`src/rtl/stack_mem_unit.sv`:
```
// Stack and data-memory access unit for the multi-cycle AVR-style core.
// Owns the stack pointer and drives the data-memory bus. It also splits the
// RCALL return address into two byte writes and rebuilds the RET return
// address from two byte reads.
module stack_mem_unit #(
  parameter int                    DATA_WIDTH = 8,
  parameter int                    ADDR_WIDTH = 16,
  parameter int                    PC_WIDTH   = 16,
  parameter logic [ADDR_WIDTH-1:0] SP_RESET   = 16'h00FF
) (
  input  logic                  clk,
  input  logic                  reset,
  input  logic                  stack_preinc,
  input  logic                  stack_postdec,
  input  logic                  mem_read,
  input  logic                  mem_write,
  input  logic                  cycle_count,
  input  logic                  use_stack,
  input  logic                  is_call,
  input  logic                  is_ret,
  input  logic [ADDR_WIDTH-1:0] indirect_addr,
  input  logic [DATA_WIDTH-1:0] wr_data,
  input  logic [PC_WIDTH-1:0]   pc_in,
  input  logic [DATA_WIDTH-1:0] bus_data_in,
  output logic [ADDR_WIDTH-1:0] bus_addr,
  output logic [DATA_WIDTH-1:0] bus_data_out,
  output logic                  bus_re,
  output logic                  bus_we,
  output logic [DATA_WIDTH-1:0] rd_data,
  output logic [PC_WIDTH-1:0]   ret_pc,
  output logic                  ret_pc_valid,
  output logic [ADDR_WIDTH-1:0] sp,
  output logic                  stack_fault
);

  localparam logic [ADDR_WIDTH-1:0] SP_ONE      = ADDR_WIDTH'(1);
  localparam logic [ADDR_WIDTH-1:0] SP_ZERO     = {ADDR_WIDTH{1'b0}};
  localparam logic [ADDR_WIDTH-1:0] SP_ALL_ONES = {ADDR_WIDTH{1'b1}};

  // Architectural state
  logic [ADDR_WIDTH-1:0] sp_r;
  logic [DATA_WIDTH-1:0] rd_data_r;
  logic [PC_WIDTH-1:0]   ret_pc_r;
  logic                  ret_pc_valid_r;
  logic                  stack_fault_r;
  // High byte of the return address, held between the two RET reads
  logic [DATA_WIDTH-1:0] ret_hi_r;

  // Combinational helpers
  logic [2*DATA_WIDTH-1:0] pc_ext_s;
  logic                    bus_re_s;
  logic                    bus_we_s;
  logic [DATA_WIDTH-1:0]   bus_data_out_s;
  logic [ADDR_WIDTH-1:0]   sp_next_s;
  logic                    sp_fault_s;
  logic                    strobe_fault_s;

  // The return address is zero-extended to two bytes, so the high byte is
  // always a full DATA_WIDTH slice even when PC_WIDTH is narrower.
  assign pc_ext_s = (2*DATA_WIDTH)'(pc_in);

  // A simultaneous read and write is illegal: drive neither strobe.
  assign bus_re_s       = mem_read & ~mem_write;
  assign bus_we_s       = mem_write & ~mem_read;
  assign strobe_fault_s = mem_read & mem_write;

  // Select write data: RCALL pushes PC low byte first, then the high byte
  always_comb begin
    bus_data_out_s = wr_data;
    if (is_call) begin
      if (cycle_count) begin
        bus_data_out_s = pc_ext_s[2*DATA_WIDTH-1:DATA_WIDTH];
      end else begin
        bus_data_out_s = pc_ext_s[DATA_WIDTH-1:0];
      end
    end else begin
      bus_data_out_s = wr_data;
    end
  end

  // Next stack pointer. Wrap-around and conflicting requests raise the fault
  always_comb begin
    sp_next_s  = sp_r;
    sp_fault_s = 1'b0;
    case ({stack_preinc, stack_postdec})
      2'b10: begin
        sp_next_s  = sp_r + SP_ONE;
        sp_fault_s = (sp_r == SP_ALL_ONES);
      end
      2'b01: begin
        sp_next_s  = sp_r - SP_ONE;
        sp_fault_s = (sp_r == SP_ZERO);
      end
      2'b11: begin
        sp_next_s  = sp_r;
        sp_fault_s = 1'b1;
      end
      default: begin
        sp_next_s  = sp_r;
        sp_fault_s = 1'b0;
      end
    endcase
  end

  // Register SP, the loaded byte, RET reassembly and the sticky fault
  always_ff @(posedge clk) begin
    if (reset) begin
      sp_r           <= SP_RESET;
      rd_data_r      <= {DATA_WIDTH{1'b0}};
      ret_pc_r       <= {PC_WIDTH{1'b0}};
      ret_pc_valid_r <= 1'b0;
      stack_fault_r  <= 1'b0;
      ret_hi_r       <= {DATA_WIDTH{1'b0}};
    end else begin
      sp_r           <= sp_next_s;
      ret_pc_valid_r <= 1'b0;
      stack_fault_r  <= stack_fault_r | sp_fault_s | strobe_fault_s;
      if (bus_re_s) begin
        rd_data_r <= bus_data_in;
      end
      if (bus_re_s && is_ret) begin
        if (cycle_count) begin
          ret_pc_r       <= PC_WIDTH'({ret_hi_r, bus_data_in});
          ret_pc_valid_r <= 1'b1;
        end else begin
          ret_hi_r <= bus_data_in;
        end
      end
    end
  end

  // The address uses the SP value held before this cycle's update.
  assign bus_addr     = use_stack ? sp_r : indirect_addr;
  assign bus_data_out = bus_data_out_s;
  assign bus_re       = bus_re_s;
  assign bus_we       = bus_we_s;
  assign rd_data      = rd_data_r;
  assign ret_pc       = ret_pc_r;
  assign ret_pc_valid = ret_pc_valid_r;
  assign sp           = sp_r;
  assign stack_fault  = stack_fault_r;

endmodule

```
`config.mk`:
```
export PLATFORM = sky130hd
export DESIGN_NAME = stack_mem_unit
export DESIGN_NICKNAME = d
export VERILOG_FILES = /design/src/rtl/stack_mem_unit.sv
export SDC_FILE = /design/constraint.sdc
export NUM_CORES = 1
export LEC_CHECK = 0
export BUFFER_PORTS_ARGS = -buffer_cell sky130_fd_sc_hd__buf_2
export CORE_ASPECT_RATIO = 1.2
export CORE_MARGIN = 2
export CORE_UTILIZATION = 55
export CTS_BUF_LIST = sky130_fd_sc_hd__clkbuf_4 sky130_fd_sc_hd__clkbuf_8
export DETAILED_ROUTE_END_ITERATION = 7
export PLACE_DENSITY = 0.88
export SLEW_MARGIN = 20
export SYNTH_ARGS = -nofsm -noshare
export SYNTH_HDL_FRONTEND = slang
export SYNTH_SLANG_ARGS = --single-unit
```
`constraint.sdc`:
```
create_clock -name clk -period 7 [get_ports clk]
set_clock_uncertainty 0.15 [all_clocks]
set_input_delay 0.7 -clock clk [delete_from_list [all_inputs] [get_ports clk]]
set_output_delay 0.7 -clock clk [all_outputs]
set_load 0.02 [all_outputs]
```
==> metrics, run 1 <==
outcome=completed; final hold violations=0; Max Cap Viol=0; Synth Register Bits=50; post-placement cell count=between 600 and 700; Via-to-Cell Ratio=between 5 and 6; yosys warns=0; Core Area=between 5000 and 6000 um^2; cts repair resizes=0; top post-synthesis cells by area=dfxtp_1, nand2_1, a21oi_1; pin count of the biggest net entering global routing=52; Synth top area share=0.2970; commonest cells after routing, fill and taps aside=buf_2, nand2_1, a21oi_1, dfxtp_1, nor2_1; CTS tree=yes; P_int=518.9 uW; Worst-Margin Slew=slightly below 900 ps; DRC viols=0; antenna violations before repair=0; initial core utilization=0.5643; Post-synth EDFFs=0; Mean Syn Cell Area=roughly 7.8 um^2; Seq/Total Area, Yosys=0.2970; grt ovf=0; RSZ-0062 raised after global routing=no; net load switching power=approximately 370 uW; Post-Layout Cell Count=612; global-route wire length before repair=around 15,000 um; Setup TNS=0 ps; Hold WC Path Type=reg -> reg; CP Buf/Inv Count=2; mapped cell area=roughly 3400 um^2; wire per inst=15.21 um; Hold-fix buffers, CTS=0; CTS H-Tree Depth=2; Critical Path Max Stage Delay=between 700 and 800 ps; Global Route Usage Sum=0.2730; DP HPWL=6654 um; setup repair bufs after CTS=0; Clk pin slew, worst setup/hold paths=about 100 ps; Final WS setup=roughly 3600 ps; first-pass detailed-route iteration total=5; cell area power density=roughly 220 nW/um^2; worst skew pair latency=between 300 and 400 ps; vias in the first global route=~3.4k; commonest non-fill, non-tap cell in the layout=buf_2; Die Height=89.76 um; nets=roughly 600; CTS root buf=clkbuf_8; die width=75.47 um; crit path time final=~3400 ps; fin. max-slew vios=0; relative slew slack=0.4039; Worst VDD drop=~0.00012 V; Leakage=around 1.8 nW; die area=around 6800 um^2; Clk pwr share=0.209; cell taking the most area after synthesis=dfxtp_1; Primary FF master, synth=dfxtp_1; Cells after Synth=approximately 430; detailed-route via count=3,656; crit path capture type=register; Slowest-stage cell, CP=ha_1; Setup WS pre-CTS=between 3000 and 4000 ps; Tot Pwr=roughly 890 uW; Async S/R FF share, synth=0; design area=4046 um^2; Post-Route WL=between 9000 and 10,000 um; worst path cell trace=buf_2 -> inv_1 -> ha_1 -> and3b_1 -> nor4_4 -> a31oi_2 -> a2bb2oi_2 -> mux2i_1 -> mux2_1; startpoint types=primary input; kind of critical path=in -> reg; critical path's top delay family=simple AND/OR/NAND/NOR gates; post-place instance area=3949 um^2; Routed Antenna Nets=0; Port Buffers=about 130; clk buf depth=2; standard-cell rows=31; Antenna Cells=0; gp weighted congestion=~0.94; Area Overhead vs Synth=20.04%; fraction of layout cells with a size suffix above 1=0.3075; # IOs=126; fmax=approximately 300 MHz; Gate power share=0.370; Synth cell types=63; WP data arrival=approximately 3400 ps; Sw Ratio=0.4142; post-synth net total=about 500; sequential power share=0.421; worst-path fanout max=27; final setup fails=0; Required @ worst endpoint=around 7100 ps; period utilisation layout=0.4804; Iter 0 DRT Violations=about 220; clock sinks=50; total clock buffers created by CTS=5
## synth_stat cells, types with 5 or more instances
library cell and count:
nand2_1 67, nor2_1 39, and3_1 7, o21ai_1 5, o21ai_0 6, ha_1 6, mux2i_1 21, nor2b_1 9
nand3_1 9, a21oi_1 50, nor3_1 6, buf_2 9, inv_1 7, nand4_1 7, mux2_2 17, clkbuf_1 28
nor3b_1 5, xnor2_1 7, dfxtp_1 50
## per-layer routing
| metal | track usage | up-vias | share of wire |
|---|---|---|---|
| li1 | - | 1733 | - |
| met2 | 0.4638 | 193 | 0.50 |
| met1 | 0.3161 | 1698 | 0.39 |
| met4 | 0.1111 | 0 | 0.026 |
| met5 | 0 | - | 0 |
| met3 | 0.06839 | 32 | 0.080 |
## per-stage QoR
stage / utilization / hold slack (ps)
2_1_floorplan: - / 281.2
3_3_place_gp: 0.6611 / 288.4
3_5_place_dp: 0.6611 / 294.0
4_1_cts: 0.6774 / 308.7
5_1_grt: 0.6774 / 334.5
6_report: 0.6774 / 306.9
## area by class of cell
| class | instances | area [um^2] |
|---|---|---|
| clock inverters | 3 | 28.78 |
| clock buffers | 5 | 68.82 |
| multi-input cells | 337 | 2175 |
| well taps | 82 | 102.6 |
| fillers | 530 | 1927 |
| flip-flops and latches | 50 | 1001 |
| inverters | 8 | 30.03 |
| repair buffers | 127 | 640.6 |
## sequential cells by signal (all words and copies together), names as in the netlist
name,count
ret_pc_valid,1
rd_data,8
ret_pc,16
ret_hi_r,8
stack_fault,1
sp,16
## cells by family (layout without fill, tap and decap cells)
family	count (synthesis)	in the layout	synth area share
xor gates and xnor gates	9	9	0.02339
and+or+nand+nor	173	173	0.2532
AOI/OAI and AO/OA	108	108	0.2172
DFF	50	50	0.2970
muxes	41	41	0.1292
adders and majority gates	6	6	0.02227
buffers and inverters	47	143	0.05790
## path summary, 6_finish.rpt
kind                            slack (ps)    startpoint  cells past startpoint         to
worst max-delay path                  3640  stack_preinc                      9     sp[14]
worst min register to register         310     ret_pc[0]                      2  ret_pc[0]
worst min-delay path                   310     ret_pc[0]                      2  ret_pc[0]
worst max register to register        4220         sp[1]                      8     sp[14]
## worst min-delay path: cells and delay by family, from the launching register on
family	cells	cell delay (ps)
AOI/OAI and AO/OA	1	50
and+or+nand+nor	1	50
DFF	1	320
## power by group through the flow
stage	sequential (mW)	combinational, mW	clock [mW]
4_1_cts	0.369	0.326	0.187
6_report	0.373	0.328	0.185
5_1_grt	0.378	0.360	0.199
2_1_floorplan	0.358	0.251	0
3_3_place_gp	0.375	0.316	0
3_5_place_dp	0.376	0.325	0
Power figures use the tool's default switching activity.
==> inputs of run 2 (changes only) <==
--- a/config.mk
+++ b/config.mk
@@ -8,10 +8,10 @@
 export BUFFER_PORTS_ARGS = -buffer_cell sky130_fd_sc_hd__buf_2
 export CORE_ASPECT_RATIO = 1.2
 export CORE_MARGIN = 2
-export CORE_UTILIZATION = 55
+export CORE_UTILIZATION = 46
 export CTS_BUF_LIST = sky130_fd_sc_hd__clkbuf_4 sky130_fd_sc_hd__clkbuf_8
 export DETAILED_ROUTE_END_ITERATION = 7
-export PLACE_DENSITY = 0.88
+export PLACE_DENSITY = 0.78
 export SLEW_MARGIN = 20
 export SYNTH_ARGS = -nofsm -noshare
 export SYNTH_HDL_FRONTEND = slang
==> constraint.sdc (replaced) <==
create_clock -name clk -period 2.7 [get_ports clk]
set_clock_uncertainty 0.15 [all_clocks]
set_input_delay 0.27 -clock clk [delete_from_list [all_inputs] [get_ports clk]]
set_output_delay 0.27 -clock clk [all_outputs]
set_load 0.02 [all_outputs]
==> run 2 against run 1 <==
Compared with the run above: critical path depth fell by 3; first-iteration DRC count rose by 47%; count of clock-buffer cells in the layout rose by 1; sequential share of layout area fell by 1.1 points; power rose to 2.7 times the previous value; largest power group unchanged; highest routed layer unchanged.
==> metrics, run 2 (same netlist as run 1, synthesis figures left out) <==
outcome=completed (unchanged); first-pass detailed-route iteration total=5 (unchanged); final hold violations=0 (unchanged); setup repair bufs after CTS=0 (unchanged); Area Overhead vs Synth=25.76% (was 20.04%); WP data arrival=2530 ps (was 3430 ps); Setup TNS=0 ps (unchanged); Die Height=97.77 um (was 89.76 um); nets=611 (was 593); CTS tree=yes (unchanged); DP HPWL=7016 um (was 6654 um); startpoint types=register (was primary input); detailed-route via count=3,628 (was 3,656); wire per inst=15.21 um (about the same); initial core utilization=0.4688 (was 0.5643); vias in the first global route=3,374 (was 3,420); commonest cells after routing, fill and taps aside=buf_2, nand2_1, a21oi_1, dfxtp_1, nor2_1 (unchanged); pin count of the biggest net entering global routing=47 (was 52); antenna violations before repair=0 (unchanged); Clk pin slew, worst setup/hold paths=100 ps (about the same); Post-Route WL=9707 um (was 9308 um); die area=8031 um^2 (was 6773 um^2); Post-Route Utilization=0.5896 (was 0.6774); Hold-fix buffers, CTS=0 (unchanged); Port Buffers=125 (unchanged); period utilisation layout=0.9221; worst skew pair latency=300 ps (was 320 ps); global-route wire length before repair=15,630 um (was 15,090 um); Iter 0 DRT Violations=327 (was 223); total clock buffers created by CTS=5 (unchanged); Via-to-Cell Ratio=5.687 (was 5.974); RSZ-0062 raised after global routing=no (unchanged); fmax=around 400 MHz; worst-path fanout max=14 (was 27); kind of critical path=reg -> reg (was in -> reg); clk buf depth=2 (unchanged); final setup fails=0 (unchanged); Hold WC Path Type=in -> reg (was reg -> reg); fraction of layout cells with a size suffix above 1=0.3358 (was 0.3075); Max Cap Viol=0 (unchanged); Antenna Cells=0 (unchanged); Post-Layout Cell Count=638 (was 612); cell area power density=572.6 nW/um^2 (was 218.9 nW/um^2); # IOs=126 (unchanged); Routed Antenna Nets=0 (unchanged); relative slew slack=0.5812 (was 0.4039); Required @ worst endpoint=2740 ps (was 7070 ps); CTS H-Tree Depth=2 (unchanged); Worst VDD drop=0.0003500 V (was 0.0001173 V); Worst-Margin Slew=628.2 ps (was 890.9 ps); fin. max-slew vios=0 (unchanged); post-placement cell count=630 (was 604); die width=82.15 um (was 75.47 um); cts repair resizes=0 (unchanged); crit path capture type=register (unchanged); gp weighted congestion=0.9194 (was 0.9412); Leakage=1.862 nW (was 1.775 nW); standard-cell rows=34 (was 31); grt ovf=0 (unchanged); clock sinks=50 (unchanged); commonest non-fill, non-tap cell in the layout=buf_2 (unchanged); CTS root buf=clkbuf_8 (unchanged); Global Route Usage Sum=0.2420 (was 0.2730); DRC viols=0 (unchanged); filler cell count=664 (was 530); Core Area=7189 um^2 (was 5973 um^2); crit path time final=2490 ps
-- run 2: path summary, 6_finish.rpt --
path / from / end / slack, ps / depth (start not counted)
max reg2reg: sp[7] / sp[14] / 210 / 6
min: bus_data_in[7] / ret_pc[7] / 80 / 3
min reg2reg: ret_pc[0] / ret_pc[0] / 310 / 2
max: sp[7] / sp[14] / 210 / 6
-- run 2: metal layers --
metal,track usage,vias to the layer above,share of wire
met5,0,-,0
met4,0.07821,0,0.025
met3,0.04806,21,0.066
met2,0.4290,169,0.51
met1,0.2855,1674,0.40
li1,-,1764,-
-- run 2: layout make-up --
class | count | area, um^2 | area share
clock inverter | 2 | 37.54 | 0.008855
inverter | 8 | 33.78 | 0.007969
tap | 90 | 112.6 | 0.02656
multi-input combinational | 337 | 2190 | 0.5165
sequential | 50 | 1001 | 0.2361
timing repair buffer | 145 | 788.3 | 0.1860
clock buffer | 6 | 76.32 | 0.01800
-- run 2: report_power, final --
part | internal [mW] | switching, mW | leakage, nW
logic | 0.404 | 0.531 | 1.40
clock network | 0.287 | 0.260 | 0.0548
registers | 0.795 | 0.151 | 0.408
-- run 2: worst max-delay path, stage by stage, from the launching register on --
cell	delay [ps]
dfxtp_1	500
nor4_2	540
o21ai_0	250
a22oi_1	230
a2bb2oi_2	170
mux2i_1	200
mux2_1	330
-- run 2: through the flow --
stage | hold WS, ps | total power [mW] | setup slack, ps | cell area, um^2
after global routing | 80.67 | 2.561 | 44.02 | 4239
after CTS | 69.45 | 2.428 | 242.5 | 4239
after floorplan | 256.0 | 1.585 | -297.9 | 3412
after detailed placement | 294.6 | 1.883 | -39.80 | 4125
final | 75.06 | 2.427 | 210.2 | 4239
after global placement | 288.4 | 1.859 | 2.206 | 4125
==> inputs of run 3 (changes only) <==
--- a/config.mk
+++ b/config.mk
@@ -8,10 +8,10 @@
 export BUFFER_PORTS_ARGS = -buffer_cell sky130_fd_sc_hd__buf_2
 export CORE_ASPECT_RATIO = 1.2
 export CORE_MARGIN = 2
-export CORE_UTILIZATION = 46
+export CORE_UTILIZATION = 51
 export CTS_BUF_LIST = sky130_fd_sc_hd__clkbuf_4 sky130_fd_sc_hd__clkbuf_8
 export DETAILED_ROUTE_END_ITERATION = 7
-export PLACE_DENSITY = 0.78
+export PLACE_DENSITY = 0.82
 export SLEW_MARGIN = 20
 export SYNTH_ARGS = -nofsm -noshare
 export SYNTH_HDL_FRONTEND = slang
==> constraint.sdc (replaced) <==
create_clock -name clk -period 2.3 [get_ports clk]
set_clock_uncertainty 0.15 [all_clocks]
set_input_delay 0.23 -clock clk [delete_from_list [all_inputs] [get_ports clk]]
set_output_delay 0.23 -clock clk [all_outputs]
set_load 0.02 [all_outputs]
==> run 3 against run 2 <==
Compared with the run above: the flow now finishes with violations (setup timing); largest power group is now combinational logic; via count rose by 5.8%; register-to-register slack got worse by 300 ps; final cell count up 3.3%; global-route usage rose by 3.4 points; sequential power grew 14%; clock power grew 17%; power grew 25%; core utilization is 12 points higher; highest routed layer unchanged.
==> metrics, run 3 (same netlist as run 1, synthesis figures left out) <==
kind of critical path=reg -> reg (unchanged); worst path cell trace=xor2_1 -> ha_2 -> nor4_4 -> nor4_4 -> buf_4 -> a22o_4 -> a221o_1 -> o211ai_1 -> mux2_1 (was nor4_2 -> o21ai_0 -> a22oi_1 -> a2bb2oi_2 -> mux2i_1 -> mux2_1); commonest cells after routing, fill and taps aside=buf_2, nand2_1, a21oi_1 (was buf_2, nand2_1, a21oi_1, dfxtp_1, nor2_1); period utilisation layout=1.037 (was 0.9221); crit path time final=2386 ps (was 2490 ps); WP data arrival=2440 ps (was 2530 ps); critical path's top delay family=compound AO/OA/AOI/OAI gates (unchanged); global-route wire length before repair=16,350 um (was 15,630 um); RSZ-0062 raised after global routing=yes (was no); pin count of the biggest net entering global routing=44 (was 47); worst-path fanout max=4 (was 14); Die Height=93.06 um (was 97.77 um); Post-Route Utilization=0.7051 (was 0.5896); final hold violations=0 (unchanged); fin. max-slew vios=0 (unchanged); vias in the first global route=3,720 (was 3,374); Iter 0 DRT Violations=193 (was 327); worst skew pair latency=310 ps (was 300 ps); Routed Antenna Nets=0 (unchanged); Slowest-stage cell, CP=mux2_1 (was nor4_2); Via-to-Cell Ratio=5.824 (was 5.687); violated checks=setup timing; Antenna Cells=0 (unchanged); outcome=complete, but fails checks (was completed); design area=4517 um^2 (was 4239 um^2); standard-cell rows=32 (was 34); detailed-route via count=3,838 (was 3,628); post-placement cell count=649 (was 630); clk buf depth=2 (unchanged); Post-Route WL=10,240 um (was 9707 um); initial core utilization=0.5262 (was 0.4688); nets=637 (was 611); CTS root buf=clkbuf_8 (unchanged); final setup fails=2 (was 0); Leakage=2.004 nW (was 1.862 nW); CTS tree=yes (unchanged); commonest non-fill, non-tap cell in the layout=buf_2 (unchanged); Core Area=6406 um^2 (was 7189 um^2); DP HPWL=7495 um (was 7016 um); Required @ worst endpoint=2350 ps (was 2740 ps); relative slew slack=0.6254 (was 0.5812); Setup TNS=-107.5 ps (was 0 ps); CTS H-Tree Depth=2 (unchanged); fmax=419.2 MHz (was 401.6 MHz); Hold WC Path Type=in -> reg (unchanged); antenna violations before repair=0 (unchanged); gp weighted congestion=0.9334 (was 0.9194); Post-Layout Cell Count=659 (was 638); fraction of layout cells with a size suffix above 1=0.3937 (was 0.3358); Port Buffers=125 (unchanged); die width=78.22 um (was 82.15 um); Critical Path Max Stage Delay=340 ps (was 540 ps); DRC viols=0 (unchanged); Clk pin slew, worst setup/hold paths=100 ps (about the same); clock sinks=50 (unchanged); Most common cell on crit path=nor4_4; Global Route Usage Sum=0.2757 (was 0.2420); Worst-Margin Slew=561.9 ps (was 628.2 ps); startpoint types=register (unchanged); wire per inst=15.53 um (was 15.21 um); Area Overhead vs Synth=34.00% (was 25.76%); Setup WS pre-CTS=-410.4 ps (was -39.80 ps); cell area power density=673.0 nW/um^2 (was 572.6 nW/um^2); total clock buffers created by CTS=5 (unchanged); grt ovf=0 (unchanged); Max Cap Viol=0 (unchanged); CP Buf/Inv Count=1 (was 0); Worst VDD drop=0.0004364 V (was 0.0003500 V); first-pass detailed-route iteration total=5 (unchanged); die area=7278 um^2 (was 8031 um^2); post-place instance area=4287 um^2 (was 4125 um^2); crit path capture type=register (unchanged); Final WS setup=-85.65 ps (was 210.2 ps); # IOs=126 (unchanged)
## run 3: cell types whose count changed in the layout (fill, tap and decap cells not counted), sizes merged
cell / delta
buf: +26
## run 3: where the power goes
part           internal, mW  switching (mW)
clock                 0.337           0.304
sequential            0.939           0.138
combinational         0.586           0.736
total                  1.86            1.18
## run 3: per-layer routing
layer / vias to the layer above / track usage / wire length [um]
met5: - / 0 / 0
met2: 173 / 0.5295 / 5362
li1: 1821 / - / -
met1: 1814 / 0.2848 / 3900
met3: 30 / 0.05502 / 716
met4: 0 / 0.1243 / 257
## run 3: final timing paths
kind,slack (ps),start,to,cells after the start
worst max-delay path,-90,sp[1],sp[12],9
worst min-delay path,30,bus_data_in[1],rd_data[1],3
worst max register to register,-90,sp[1],sp[12],9
worst min register to register,300,ret_pc[0],ret_pc[0],2
## run 3: area by class of cell
type,count,area (um^2)
Tap cell,85,106.4
Inverter,8,33.78
Multi-Input combinational cell,337,2278
Fill cell,547,1889
Clock inverter,2,37.54
Timing Repair Buffer,171,974.7
Sequential cell,50,1010
Clock buffer,6,76.32
## run 3: metrics by stage
stage	hold WS [ps]	power [mW]
finish	27.71	3.040
global route	26.22	3.197
CTS	18.68	2.995
detailed placement	295.3	2.314
global placement	288.5	2.273
floorplan	216.0	1.860
## run 3: repair_timing
item                                    CTS  global route
hold buffers                              0             0
cloned                                    0             0
endpoints found under the hold margin     0             0
pin swaps                                 1             4
resized for setup                         7            15
endpoints found under the setup margin    5             8
buffers inserted                          3             0
## run 3: worst register-to-register path, stage by stage (launching register included)
cell and delay (ps):
dfxtp_2 330, xor2_1 160, ha_2 210, nor4_4 200, nor4_4 90, buf_4 160
a22o_4 260, a221o_1 290, o211ai_1 100, mux2_1 340
